<file path="config.mk">
export PLATFORM = sky130hd
export DESIGN_NAME = jt7759_fetch_flat
export DESIGN_NICKNAME = d
export VERILOG_FILES = /design/src/rtl/jt7759_fetch_if.sv /design/src/rtl/jt7759_fetch.sv /design/src/flat_wrapper.sv
export SDC_FILE = /design/constraint.sdc
export NUM_CORES = 1
export LEC_CHECK = 0
export BUFFER_PORTS_ARGS = -buffer_cell sky130_fd_sc_hd__buf_2
export CAP_MARGIN = 20
export CORE_ASPECT_RATIO = 1.75
export CORE_MARGIN = 3
export CORE_UTILIZATION = 40
export DETAILED_ROUTE_END_ITERATION = 10
export GPL_TIMING_DRIVEN = 0
export SYNTH_ARGS = -nofsm -noshare
export SYNTH_HDL_FRONTEND = slang
export SYNTH_SLANG_ARGS = --single-unit
</file>
<file path="constraint.sdc">
create_clock -name clk -period 2.7 [get_ports clk]
set_input_delay 0.54 -clock clk [delete_from_list [all_inputs] [get_ports clk]]
set_output_delay 0.54 -clock clk [all_outputs]
set_load 0.05 [all_outputs]
</file>
<file path="src/rtl/jt7759_fetch_if.sv">
// ---------------------------------------------------------------------------
// jt7759_fetch_if
// ROM read bus between the ADPCM byte fetcher and the sample ROM.
//   rom_cs    request, held high until the ROM acknowledges
//   rom_addr  byte address, stable while rom_cs is high
//   rom_data  byte returned by the ROM, valid with rom_ok
//   rom_ok    acknowledge, only meaningful while rom_cs is high
// modport master: the fetcher (drives cs/addr)
// modport slave : the ROM controller (drives data/ok)
// ---------------------------------------------------------------------------
interface jt7759_fetch_if #(
  parameter int AW = 17
);
  logic          rom_cs;
  logic [AW-1:0] rom_addr;
  logic [7:0]    rom_data;
  logic          rom_ok;

  modport master (
    output rom_cs,
    output rom_addr,
    input  rom_data,
    input  rom_ok
  );

  modport slave (
    input  rom_cs,
    input  rom_addr,
    output rom_data,
    output rom_ok
  );
endinterface

</file>
<file path="src/rtl/jt7759_fetch.sv">
// ---------------------------------------------------------------------------
// jt7759_fetch
// Byte fetch stage feeding the ADPCM decoder. Reads sample bytes from ROM,
// one request at a time, into a small show-ahead FIFO so the decoder can pop
// a byte whenever it needs one without waiting on ROM latency.
// Ports:
//   clk, rst_n   clock, asynchronous active-low reset
//   cen          qualifies rd only; everything else runs every clk
//   start        pulse: flush FIFO, clear underrun, fetch from start_addr
//   start_addr   first byte address for start
//   stop         pulse: flush FIFO, abandon request, go idle (beats start)
//   rd           pop request from the decoder
//   dout         FIFO head byte
//   dvalid       FIFO holds at least one byte
//   busy         fetch engine active
//   underrun     sticky flag: a pop was attempted on an empty FIFO
//   rom          ROM bus (master side)
// ---------------------------------------------------------------------------
module jt7759_fetch #(
  parameter int AW  = 17,
  parameter int DW2 = 2
) (
  input  logic          clk,
  input  logic          rst_n,
  input  logic          cen,
  input  logic          start,
  input  logic [AW-1:0] start_addr,
  input  logic          stop,
  input  logic          rd,
  output logic [7:0]    dout,
  output logic          dvalid,
  output logic          busy,
  output logic          underrun,
  jt7759_fetch_if.master rom
);

  localparam int DEPTH = 2**DW2;
  localparam logic [DW2:0] CNT_ZERO = '0;
  localparam logic [DW2:0] CNT_ONE  = (DW2+1)'(1);

  typedef enum logic [1:0] {
    IDLE = 2'd0,
    REQ  = 2'd1,
    GAP  = 2'd2,
    HOLD = 2'd3
  } state_t;

  state_t         st;
  logic [7:0]     mem [DEPTH];
  logic [DW2-1:0] wr_ptr;
  logic [DW2-1:0] rd_ptr;
  logic [DW2:0]   count;

  logic           flush;
  logic           push;
  logic           pop;
  logic           pop_empty;
  logic           room;
  logic [DW2:0]   count_nx;
  logic [DW2-1:0] rd_ptr_nx;

  // ---- FIFO control: decide this clk's push/pop and the resulting fill ----
  always_comb begin
    flush     = start | stop;
    // a byte is only taken while our own request is up and no flush wins
    push      = (st == REQ) && rom.rom_cs && rom.rom_ok && !flush;
    pop       = rd && cen && (count != CNT_ZERO) && !flush;
    pop_empty = rd && cen && (count == CNT_ZERO);
    rd_ptr_nx = rd_ptr + 1'b1;
    count_nx  = count;
    if (flush)
      count_nx = CNT_ZERO;
    else if (push && !pop)
      count_nx = count + 1'b1;
    else if (pop && !push)
      count_nx = count - 1'b1;
    // count never exceeds DEPTH, so the MSB alone flags a full FIFO
    room = !count_nx[DW2];
  end

  // ---- FIFO storage (data only, no reset) ----
  always_ff @(posedge clk) begin
    if (push)
      mem[wr_ptr] <= rom.rom_data;
  end

  // ---- FIFO pointers, head register and status ----
  always_ff @(posedge clk or negedge rst_n) begin
    if (!rst_n) begin
      wr_ptr   <= '0;
      rd_ptr   <= '0;
      count    <= '0;
      dvalid   <= 1'b0;
      dout     <= '0;
      underrun <= 1'b0;
    end else begin
      count  <= count_nx;
      dvalid <= (count_nx != CNT_ZERO);
      if (flush) begin
        wr_ptr <= '0;
        rd_ptr <= '0;
      end else begin
        if (push)
          wr_ptr <= wr_ptr + 1'b1;
        if (pop)
          rd_ptr <= rd_ptr_nx;
        // Head register: the incoming byte becomes the head when the FIFO
        // is (or is about to be) empty, otherwise the next stored byte.
        // Popping the last byte leaves dout holding it.
        if (push && ((count == CNT_ZERO) || (pop && count == CNT_ONE)))
          dout <= rom.rom_data;
        else if (pop && count != CNT_ONE)
          dout <= mem[rd_ptr_nx];
      end
      if (start && !stop)
        underrun <= 1'b0;
      else if (pop_empty)
        underrun <= 1'b1;
    end
  end

  // ---- Fetch FSM: one outstanding ROM request at a time ----
  always_ff @(posedge clk or negedge rst_n) begin
    if (!rst_n) begin
      st           <= IDLE;
      busy         <= 1'b0;
      rom.rom_cs   <= 1'b0;
      rom.rom_addr <= '0;
    end else if (stop) begin
      st         <= IDLE;
      busy       <= 1'b0;
      rom.rom_cs <= 1'b0;
    end else if (start) begin
      st           <= REQ;
      busy         <= 1'b1;
      rom.rom_addr <= start_addr;
      // a live request is dropped for one clk so the ROM sees a fresh cs edge
      rom.rom_cs   <= !rom.rom_cs;
    end else begin
      case (st)
        IDLE: ;
        REQ: begin
          if (!rom.rom_cs)
            rom.rom_cs <= 1'b1;
          else if (rom.rom_ok) begin
            rom.rom_cs <= 1'b0;
            st         <= GAP;
          end
        end
        GAP: begin
          rom.rom_addr <= rom.rom_addr + 1'b1;
          if (room) begin
            rom.rom_cs <= 1'b1;
            st         <= REQ;
          end else
            st <= HOLD;
        end
        HOLD: begin
          if (room) begin
            rom.rom_cs <= 1'b1;
            st         <= REQ;
          end
        end
        default: st <= IDLE;
      endcase
    end
  end

endmodule

</file>
<file path="src/flat_wrapper.sv">
// flat-port wrapper written by rule: the top's interface ports become plain ports
module jt7759_fetch_flat 
#(
  parameter int AW  = 17,
  parameter int DW2 = 2
)
  (clk, rst_n, cen, start, start_addr, stop, rd, dout, dvalid, busy, underrun, rom_rom_cs, rom_rom_addr, rom_rom_data, rom_rom_ok);
  jt7759_fetch_if #(.AW(AW)) rom_i ();
  input  logic clk;
  input  logic rst_n;
  input  logic cen;
  input  logic start;
  input  logic [AW-1:0] start_addr;
  input  logic stop;
  input  logic rd;
  output logic [7:0] dout;
  output logic dvalid;
  output logic busy;
  output logic underrun;
  output wire logic [$bits(rom_i.rom_cs)-1:0] rom_rom_cs;
  output wire logic [$bits(rom_i.rom_addr)-1:0] rom_rom_addr;
  input wire logic [$bits(rom_i.rom_data)-1:0] rom_rom_data;
  input wire logic [$bits(rom_i.rom_ok)-1:0] rom_rom_ok;
  assign rom_rom_cs = rom_i.rom_cs;
  assign rom_rom_addr = rom_i.rom_addr;
  assign rom_i.rom_data = rom_rom_data;
  assign rom_i.rom_ok = rom_rom_ok;
  jt7759_fetch #(.AW(AW), .DW2(DW2)) u_core (.clk(clk), .rst_n(rst_n), .cen(cen), .start(start), .start_addr(start_addr), .stop(stop), .rd(rd), .dout(dout), .dvalid(dvalid), .busy(busy), .underrun(underrun), .rom(rom_i));
endmodule
</file>
==> run_results.csv, run 1 <==
group,metric,value,unit
min_path,hold_path.class,"primary input to asynchronous set/reset pin",
clock_network,cts-hold-fix-buffers,0,
layout,syn2layout_area_growth,20.6,%
floorplanning,die_h,128,um
clock_network,clk_pin_slew,0.05,ns
place,gp_congestion,0.840,
yosys,synth_area,3390,um^2
detailed_routing,drt-met1-wl,2960,um
detailed_routing,post_drt_wl_per_cell,16.7,um
clock_network,htree_num_levels,3,
sta,final-hold-violation-count,0,
detailed_routing,drt_iter0_drc,192,
setup_path,rr_startpoint,"u_core.count[0]",
yosys,synth_edf_count,32,
sta,max_clock_freq,456,MHz
grt,first_global_vias,2516,
setup_path,rr_endpoint,"u_core.dout[7]",
detailed_routing,drt_drc_violations_left,0,
setup_path,crit_required,2.89,ns
detailed_routing,ant_nets,0,
pwr,power_density,742,nW/um^2
setup_path,critPathCaptureType,"register",
sta,setup_violations,0,
sta,tns,0,ns
detailed_routing,drtPass1Iterations,4,
detailed_routing,top_layer,"met4",
setup_path,worstRegToRegCells,6,
yosys,ys_ff_latch,70,
floorplanning,start_util,0.420,
yosys,ys_seq_area_frac,0.564,
floorplanning,die_w,75.6,um
layout,diodes,0,
grt,grt_max_degree,39,
clock_network,clockBufferDepth,2,
detailed_routing,wl_met2,4170,um
sta,min_period_over_period,0.812,
place,portBuffers,60,
detailed_routing,via_per_inst,5.56,
setup_path,cp_max_fo,8,
yosys,ys_warn_count,0,
sta,clock_skew,0.00580,ns
sta,relSlewSlack,0.393,
clock_network,cts_setup_buffers,0,
grt,track_usage,0.175,
setup_path,cp_data_arrival_time,2.39,ns
setup_path,r2r_slack,0.51,ns
yosys,synth_flop_cell,"dfrtp_1",
layout,utilization,0.506,
layout,drive_above_1_share,0.258,
sta,rsz0062_at_grt,"no",
grt,grt_remaining_overflow,0,
pwr,p_leak,0.00163,uW
layout,final_cells,455,
yosys,syn_nets,330,
place,dpl.hpwl,5610,um
floorplanning,die_area,9650,um^2
setup_path,path_cells,"inv_1, ha_1, nor2b_2, a2111oi_4, mux2i_1, o21ai_2",
floorplanning,ios,61,
sta,min_period,2.19,ns
clock_network,cts_root_buffer,"clkbuf_16",
place,dp.cells,439,
place,dp_slack,0.380,ns
setup_path,crit_slowest_cell,"a2111oi_4",
status,run_status,"completed",
clock_network,cts_tree,"done",
clock_network,cts_buffers,9,
pwr,ir_drop,0.408,mV
grt,grt_antenna_before_repair,0,
layout,final_common_cell,"buf_2",
setup_path,slowest_delay,0.78,ns
layout,final_cell_mix,"buf_2, dfrtp_1, edfxtp_1, nand2_1, a21oi_1",
grt,grt_pass1_wl,12600,um
detailed_routing,wl_met3,281,um
job,cap_violations,0,
floorplanning,core_area,8070,um^2
clock_network,cts_resized,0,
floorplanning,fp-row-count,43,
layout,nets,401,
detailed_routing,num_vias,2530,
sta,setup_ws,0.507,ns
detailed_routing,wl,7600,um
sta,worst_pin_slew,0.911,ns
yosys,syn_area_per_cell,11.7,um^2
setup_path,start_kind,"register",
yosys,synth_cells,289,
clock_network,worstSkewPairLatency,0.32,ns
sta,slew_violations,0,
clock_network,cts_sinks,70,
layout,nFillCells,743,
setup_path,crit_type,"register to register",
yosys,synthArstFlopShare,0.543,
yosys,synth.distinct_cells,53,
-- worst max-delay path: cells and delay by family, from the launching register on --
| kind | cells | cell delay, ns |
|---|---|---|
| AOI/OAI and AO/OA | 2 | 0.84 |
| DFF | 1 | 0.39 |
| muxes | 1 | 0.30 |
| adders and majority gates | 1 | 0.23 |
| and+or+nand+nor | 1 | 0.20 |
| buffers and inverters | 1 | 0.10 |
-- cells in the mapped netlist (all sizes together), types with 4 or more instances --
master   n  area [um^2]
nand3    9         45.0
mux4     8          180
ha       9          113
edfxtp  32          961
clkbuf   9         35.0
nor3     8         40.0
dfrtp   38          951
o21ai   27          146
and2     5         31.3
mux2i   14          140
buf      4         17.5
nor2    16         60.1
inv      9         33.8
nand2   29          109
a21oi   26          130
-- flip-flops by register name, indices dropped and copies added (netlist names) --
name                 count
u_core.mem              32
u_core.rom.rom_addr     17
u_core.dout              8
u_core.count             3
u_core.rd_ptr            2
u_core.st                2
u_core.wr_ptr            2
u_core.busy              1
u_core.dvalid            1
u_core.rom.rom_cs        1
u_core.underrun          1
-- layout make-up --
| class | instances | area (um^2) | area share |
|---|---|---|---|
| timing repair buffer | 60 | 300 | 0.0735 |
| clock buffer | 11 | 233 | 0.0570 |
| tap | 90 | 113 | 0.0276 |
| multi-input combinational | 197 | 1390 | 0.340 |
| buffer | 13 | 52.6 | 0.0129 |
| clock inverter | 5 | 51.3 | 0.0126 |
| sequential | 70 | 1910 | 0.468 |
| inverter | 9 | 33.8 | 0.00827 |
-- power by group --
group / switching [uW] / total [uW] / internal [uW]
Combinational: 468 / 626 / 159
Clock: 409 / 1120 / 708
Sequential: 85.7 / 1290 / 1200
Total: 962 / 3030 / 2070
-- worst max-delay path by stage --
| stage | depth (start not counted) | startpoint | endpoint | slack (ns) |
|---|---|---|---|---|
| 6_report | 6 | u_core.count[0] | u_core.dout[7] | 0.51 |
| 4_1_cts | 6 | u_core.count[0] | u_core.dout[7] | 0.47 |
| 3_5_place_dp | 7 | stop | u_core.dout[0] | 0.38 |
| 2_1_floorplan | 6 | u_core.rom.rom_addr[0] | u_core.rom.rom_addr[16] | 0.62 |
| 3_3_place_gp | 7 | stop | u_core.dout[0] | 0.39 |
| 5_1_grt | 6 | u_core.rom.rom_addr[0] | u_core.rom.rom_addr[16] | 0.37 |
-- kinds of logic (layout without fill, tap and decap cells) --
group,Yosys count,after routing,synth area share
AO/OA/AOI/OAI,75,75,0.139
XOR/XNOR,4,4,0.0103
adder cells (fa/ha/maj),10,10,0.0362
buffers and inverters,22,98,0.0255
flip-flops,70,70,0.564
multiplexers,22,22,0.0945
AND/OR/NAND/NOR,86,86,0.130
-- metal layers --
metal / vias to the layer above / track usage
met5: - / 0
met4: 0 / 0.0762
met3: 11 / 0.0416
met2: 65 / 0.311
met1: 1230 / 0.189
li1: 1224 / -
-- stage by stage --
stage | instance area, um^2 | power, uW | hold slack [ns]
6_report | 4090 | 3030 | 0.342
5_1_grt | 4090 | 3180 | 0.415
4_1_cts | 4090 | 3070 | 0.378
3_5_place_dp | 3800 | 1940 | 0.493
3_3_place_gp | 3800 | 1930 | 0.476
2_1_floorplan | 3390 | 1750 | 0.244
Power figures use the tool's default switching activity.
==> inputs of run 2 (changes only) <==
--- a/config.mk
+++ b/config.mk
@@ -5,6 +5,7 @@
 export SDC_FILE = /design/constraint.sdc
 export NUM_CORES = 1
 export LEC_CHECK = 0
+export ABC_AREA = 1
 export BUFFER_PORTS_ARGS = -buffer_cell sky130_fd_sc_hd__buf_2
 export CAP_MARGIN = 20
 export CORE_ASPECT_RATIO = 1.75
==> constraint.sdc (replaced) <==
create_clock -name clk -period 1.9 [get_ports clk]
set_input_delay 0.38 -clock clk [delete_from_list [all_inputs] [get_ports clk]]
set_output_delay 0.38 -clock clk [all_outputs]
set_load 0.05 [all_outputs]
==> run_results.csv, run 2 <==
group,metric,value,unit
layout,syn2layout_area_growth,23.6,%
sta,max_clock_freq,559,MHz
yosys,synth_area,3600,um^2
grt,grt_antenna_before_repair,0,
sta,setup_violations,0,
place,dpl.hpwl,6640,um
yosys,synthArstFlopShare,0.543,
yosys,synthMuxAreaShare,0.00278,
setup_path,critPathCaptureType,"register",
layout,nFillCells,831,
yosys,synth_top_family_by_area,"simple AND/OR/NAND/NOR gates",
setup_path,start_kind,"register",
min_path,hold_path.class,"primary input to asynchronous set/reset pin",
sta,slew_violations,0,
detailed_routing,drt_drc_violations_left,0,
setup_path,path_cells,"inv_1, ha_2, a21oi_4, nand2_2, o21ai_4, nand2_4, nand2_8, buf_12, nor2_2, a31oi_2",
setup_path,crit_type,"register to register",
clock_network,cts_buffers,9,
floorplanning,fp-row-count,45,
clock_network,cts_tree,"done",
clock_network,cts_root_buffer,"clkbuf_16",
layout,drive_above_1_share,0.238,
detailed_routing,wl_met2,4920,um
clock_network,cts_sinks,70,
detailed_routing,wl,8990,um
place,dp_slack,-0.157,ns
pwr,p_leak,0.00198,uW
yosys,synth_compound_gate_area_share,0.136,
layout,final_common_cell,"nand2_1",
yosys,syn_nets,438,
setup_path,crit_required,2.14,ns
clock_network,cts-hold-fix-buffers,0,
setup_path,cp_data_arrival_time,2.04,ns
job,cap_violations,0,
clock_network,htree_num_levels,3,
yosys,synth_area_leader_cell,"edfxtp_1",
layout,utilization,0.510,
floorplanning,die_h,131,um
layout,regMostFlops,"u_core.mem",
clock_network,clk_pin_slew,0.06,ns
detailed_routing,top_layer,"met4",
detailed_routing,num_vias,2986,
grt,first_global_vias,3123,
yosys,synth_edf_count,32,
sta,min_period,1.79,ns
setup_path,crit_slowest_cell,"dfrtp_1",
floorplanning,core_area,8730,um^2
sta,tns,0,ns
status,run_status,"completed",
sta,relSlewSlack,0.392,
sta,min_period_over_period,0.942,
sta,clock_skew,0.00589,ns
detailed_routing,via_per_inst,5.02,
pwr,power_density,1180,nW/um^2
setup_path,cp_max_fo,10,
place,portBuffers,60,
detailed_routing,drt_iter0_drc,123,
sta,worst_pin_slew,0.913,ns
layout,final_cell_mix,"nand2_1, buf_2, inv_1, o21ai_0",
yosys,ys_warn_count,0,
floorplanning,die_w,77.7,um
yosys,ys_ff_latch,70,
layout,nets,514,
yosys,synth_top_cells_by_area,"edfxtp_1, dfrtp_1, nand2_1",
setup_path,slowest_delay,0.41,ns
layout,diodes,0,
yosys,synth_flop_cell,"dfrtp_1",
yosys,synth_cells,397,
pwr,ir_drop,0.643,mV
detailed_routing,wl_met3,400,um
yosys,yosysTopAreaCellShare,0.267,
grt,grt_max_degree,39,
place,gp_congestion,0.862,
yosys,syn_area_per_cell,9.06,um^2
floorplanning,ios,61,
layout,largest_register_ffs,32,
yosys,yosysMostFrequentCell,"nand2_1",
grt,grt_pass1_wl,14700,um
setup_path,r2r_slack,0.11,ns
layout,final_cell_area,4450,um^2
yosys,synthSimpleGateAreaFrac,0.211,
sta,setup_ws,0.110,ns
clock_network,worstSkewPairLatency,0.32,ns
detailed_routing,ant_nets,0,
yosys,ys_seq_area_frac,0.531,
grt,grt_remaining_overflow,0,
grt,track_usage,0.184,
yosys,synth_commonest_cells,"nand2_1, nor2_1, inv_1",
yosys,synth_xor_area_frac,0.0219,
detailed_routing,drtPass1Iterations,4,
yosys,synth.distinct_cells,41,
detailed_routing,drt-met1-wl,3400,um
yosys,synthAdderAreaFrac,0.0313,
floorplanning,die_area,10200,um^2
pwr,power,5230,uW
sta,rsz0062_at_grt,"yes",
floorplanning,start_util,0.412,
sta,final-hold-violation-count,0,
layout,top_regs,"u_core.mem (32), u_core.rom.rom_addr (17), u_core.dout (8)",
place,dpl-instance-area,4050,um^2
detailed_routing,post_drt_wl_per_cell,15.1,um
clock_network,clockBufferDepth,2,
[run 2: logic make-up (layout without fill, tap and decap cells)]
logic type	after synthesis	in the layout
compound gates	80	80
xor+xnor	9	9
fa+ha+maj	9	9
buf+inv	55	136
flops	70	70
mux	1	1
simple gates	173	173
[run 2: path summary, 6_finish.rpt]
check | from | end | depth (start not counted)
max reg2reg | u_core.count[0] | u_core.dout[6] | 10
min | rst_n | u_core.dout[6] | 1
max in group asynchronous | rst_n | u_core.rom.rom_addr[0] | 1
max | u_core.count[0] | u_core.dout[6] | 10
min reg2reg | u_core.busy | u_core.busy | 1
min in group clk | rom_rom_data[1] | u_core.mem[0][1] | 1
[run 2: area by class of cell]
class,count,area [um^2],area share
repair buffers,65,338,0.0760
clock buffers,12,236,0.0532
multi-input cells,272,1500,0.338
well taps,117,146,0.0329
inverters,45,169,0.0380
plain buffers,10,67.6,0.0152
clock inverters,4,72.6,0.0163
flip-flops and latches,70,1910,0.431
[run 2: metal layers]
metal / up-vias / global-route usage
li1: 1485 / -
met1: 1394 / 0.195
met2: 89 / 0.338
met3: 18 / 0.0377
met4: 0 / 0.0881
met5: - / 0
[run 2: worst max-delay path: cells and delay by family, from the launching register on]
family                   cells  cell delay, ns
flip-flops                   1            0.41
buffers and inverters        2            0.23
AO/OA/AOI/OAI                3            0.51
AND/OR/NAND/NOR              4            0.35
adder cells (fa/ha/maj)      1            0.22
[run 2: what timing repair did]
| item | CTS | global route |
|---|---|---|
| pin swaps | 1 | 2 |
| resized for setup | 2 | 13 |
| setup endpoints to repair | 10 | 56 |
| buffers inserted | 1 | 4 |
[run 2: where the power goes]
group	total (uW)	internal [uW]	switching, uW
Sequential	2000	1790	207
Clock	1740	1150	595
Combinational	1490	374	1120
[run 2: stage by stage]
| stage | std cells | hold WS (ns) |
|---|---|---|
| 2_1_floorplan | 397 | 0.0844 |
| 3_3_place_gp | 574 | 0.466 |
| 5_1_grt | 595 | 0.265 |
| 4_1_cts | 591 | 0.232 |
| 6_report | 595 | 0.194 |
| 3_5_place_dp | 574 | 0.466 |
==> inputs of run 3 (changes only) <==
--- a/config.mk
+++ b/config.mk
@@ -8,11 +8,14 @@
 export ABC_AREA = 1
 export BUFFER_PORTS_ARGS = -buffer_cell sky130_fd_sc_hd__buf_2
 export CAP_MARGIN = 20
+export CELL_PAD_IN_SITES_DETAIL_PLACEMENT = 0
+export CELL_PAD_IN_SITES_GLOBAL_PLACEMENT = 1
 export CORE_ASPECT_RATIO = 1.75
 export CORE_MARGIN = 3
-export CORE_UTILIZATION = 40
+export CORE_UTILIZATION = 38
 export DETAILED_ROUTE_END_ITERATION = 10
 export GPL_TIMING_DRIVEN = 0
+export PLACE_DENSITY_LB_ADDON = 0.1
 export SYNTH_ARGS = -nofsm -noshare
 export SYNTH_HDL_FRONTEND = slang
 export SYNTH_SLANG_ARGS = --single-unit
==> run_results.csv, run 3 (same netlist as run 2, synthesis figures left out) <==
group,metric,value,unit
sta,final-hold-violation-count,0,
setup_path,cp_common_cell,"nor2_1",
setup_path,worstSetupStartpoint,"u_core.st[0]",
pwr,ir_drop,0.603,mV
grt,grt_antenna_before_repair,0,
setup_path,rr_startpoint,"u_core.st[0]",
layout,regMostFlops,"u_core.mem",
place,dpl.hpwl,7280,um
pwr,power_density,1190,nW/um^2
sta,rsz0062_at_grt,"yes",
floorplanning,fp-row-count,46,
clock_network,cts_buffers,9,
setup_path,path_cells,"inv_2, nor2_1, nand3_2, nor2_1",
sta,relSlewSlack,0.378,
setup_path,critPathBufInv,1,
floorplanning,die_w,79.6,um
layout,top_regs,"u_core.mem (32), u_core.rom.rom_addr (17), u_core.dout (8)",
detailed_routing,drt_iter0_drc,148,
grt,grt_max_degree,39,
grt,grt_use_met3,0.0381,
grt,met1_usage,0.199,
floorplanning,die_area,10700,um^2
clock_network,clk_pin_slew,0.06,ns
grt,grt_remaining_overflow,0,
setup_path,crit_required,1.86,ns
detailed_routing,wl,9710,um
layout,syn2layout_area_growth,23.4,%
sta,setup_violations,0,
setup_path,critPathCaptureType,"register",
layout,drive_above_1_share,0.235,
layout,nets,513,
clock_network,clockBufferDepth,2,
setup_path,cp_data_arrival_time,1.84,ns
layout,largest_register_ffs,32,
sta,slew_violations,0,
detailed_routing,num_vias,2974,
grt,grt_pass1_wl,15500,um
grt,first_global_vias,3003,
setup_path,cp_top_family,"simple AND/OR/NAND/NOR gates",
clock_network,cts_sinks,70,
layout,final_cells,597,
sta,worst_pin_slew,0.933,ns
sta,min_period_over_period,0.993,
clock_network,cts_tree,"done",
place,gp_congestion,0.791,
sta,clock_skew,0.00971,ns
layout,final_common_cell,"nand2_1",
floorplanning,ios,61,
status,run_status,"completed",
min_path,hold_path.class,"primary input to asynchronous set/reset pin",
place,portBuffers,60,
clock_network,htree_num_levels,3,
setup_path,crit_type,"register to register",
pwr,power,5300,uW
sta,min_period,1.89,ns
sta,tns,0,ns
layout,nFillCells,888,
layout,final_cell_mix,"nand2_1, buf_2, inv_1, nor2_1, o21ai_0",
layout,utilization,0.485,
sta,setup_ws,0.0128,ns
floorplanning,die_h,135,um
detailed_routing,ant_nets,0,
layout,diodes,0,
grt,grtUsageMet2,0.368,
detailed_routing,post_drt_wl_per_cell,16.3,um
clock_network,cts_root_buffer,"clkbuf_16",
setup_path,crit_slowest_cell,"nor2_1",
pwr,p_leak,0.00198,uW
place,dp.cells,577,
clock_network,worstSkewPairLatency,0.34,ns
setup_path,cp_max_fo,8,
place,dp_slack,-0.227,ns
setup_path,slowest_delay,0.68,ns
detailed_routing,drt_drc_violations_left,0,
floorplanning,start_util,0.393,
sta,max_clock_freq,530,MHz
setup_path,start_kind,"register",
grt,track_usage,0.194,
job,cap_violations,0,
floorplanning,core_area,9150,um^2
detailed_routing,drtPass1Iterations,4,
grt,top_usage_layer,"met2",
detailed_routing,via_per_inst,4.98,
## run 3: cell count changes in the layout (fill, tap and decap cells not counted), sizes merged
cell | previous run | this run
clkinvlp | 1 | 2
clkbuf | 18 | 16
clkinv | 1 | 2
inv | 45 | 46
buf | 69 | 67
## run 3: worst paths after layout
| check | endpoint | slack [ns] | cells past startpoint |
|---|---|---|---|
| hold reg to reg | u_core.busy | 0.48 | 1 |
| setup reg to reg | u_core.mem[2][6] | 0.01 | 4 |
| hold / removal | u_core.rom.rom_addr[0] | 0.19 | 1 |
| setup / recovery | u_core.mem[2][6] | 0.01 | 4 |
| min in group clk | u_core.mem[3][2] | 0.28 | 1 |
| max in group asynchronous | u_core.rom.rom_addr[1] | 1.08 | 1 |
## run 3: metrics by stage
stage | hold WS (ns) | instance area, um^2
after floorplan | 0.0844 | 3600
after global placement | 0.461 | 4050
after detailed placement | 0.479 | 4050
after CTS | 0.216 | 4390
after global routing | 0.249 | 4440
final | 0.187 | 4440
## run 3: worst register-to-register path, delay by kind of cell (launching register included)
family / cells / cell delay (ns)
buffers and inverters: 1 / 0.06
flip-flops: 1 / 0.46
AND/OR/NAND/NOR: 3 / 1.00
## run 3: layout make-up
class                   instances  area [um^2]  share of cell area
flip-flops and latches         70         1910               0.431
multi-input cells             272         1490               0.334
repair buffers                 64          330              0.0744
clock buffers                   9          225              0.0507
inverters                      45          169              0.0380
well taps                     120          150              0.0338
clock inverters                 7         97.6              0.0220
plain buffers                  10         70.1              0.0158
## run 3: power breakdown
group,switching [uW],internal (uW),leakage [uW],total [uW]
clock network,674,1150,0.000152,1830
logic,1120,374,0.00107,1500
registers,191,1790,0.000763,1980
## run 3: repair_timing
action                     in CTS  in global routing
setup endpoints to repair      22                 48
hold buffers                    0                  0
gates resized for setup         2                  8
setup buffers                   2                  2
gates cloned                    0                  0
pin swaps                       1                  1
## run 3: routing by layer
metal	wire length (um)	up-vias
met2	5460	76
li1	-	1492
met1	3570	1386
met3	338	20
met5	0	-
met4	336	0
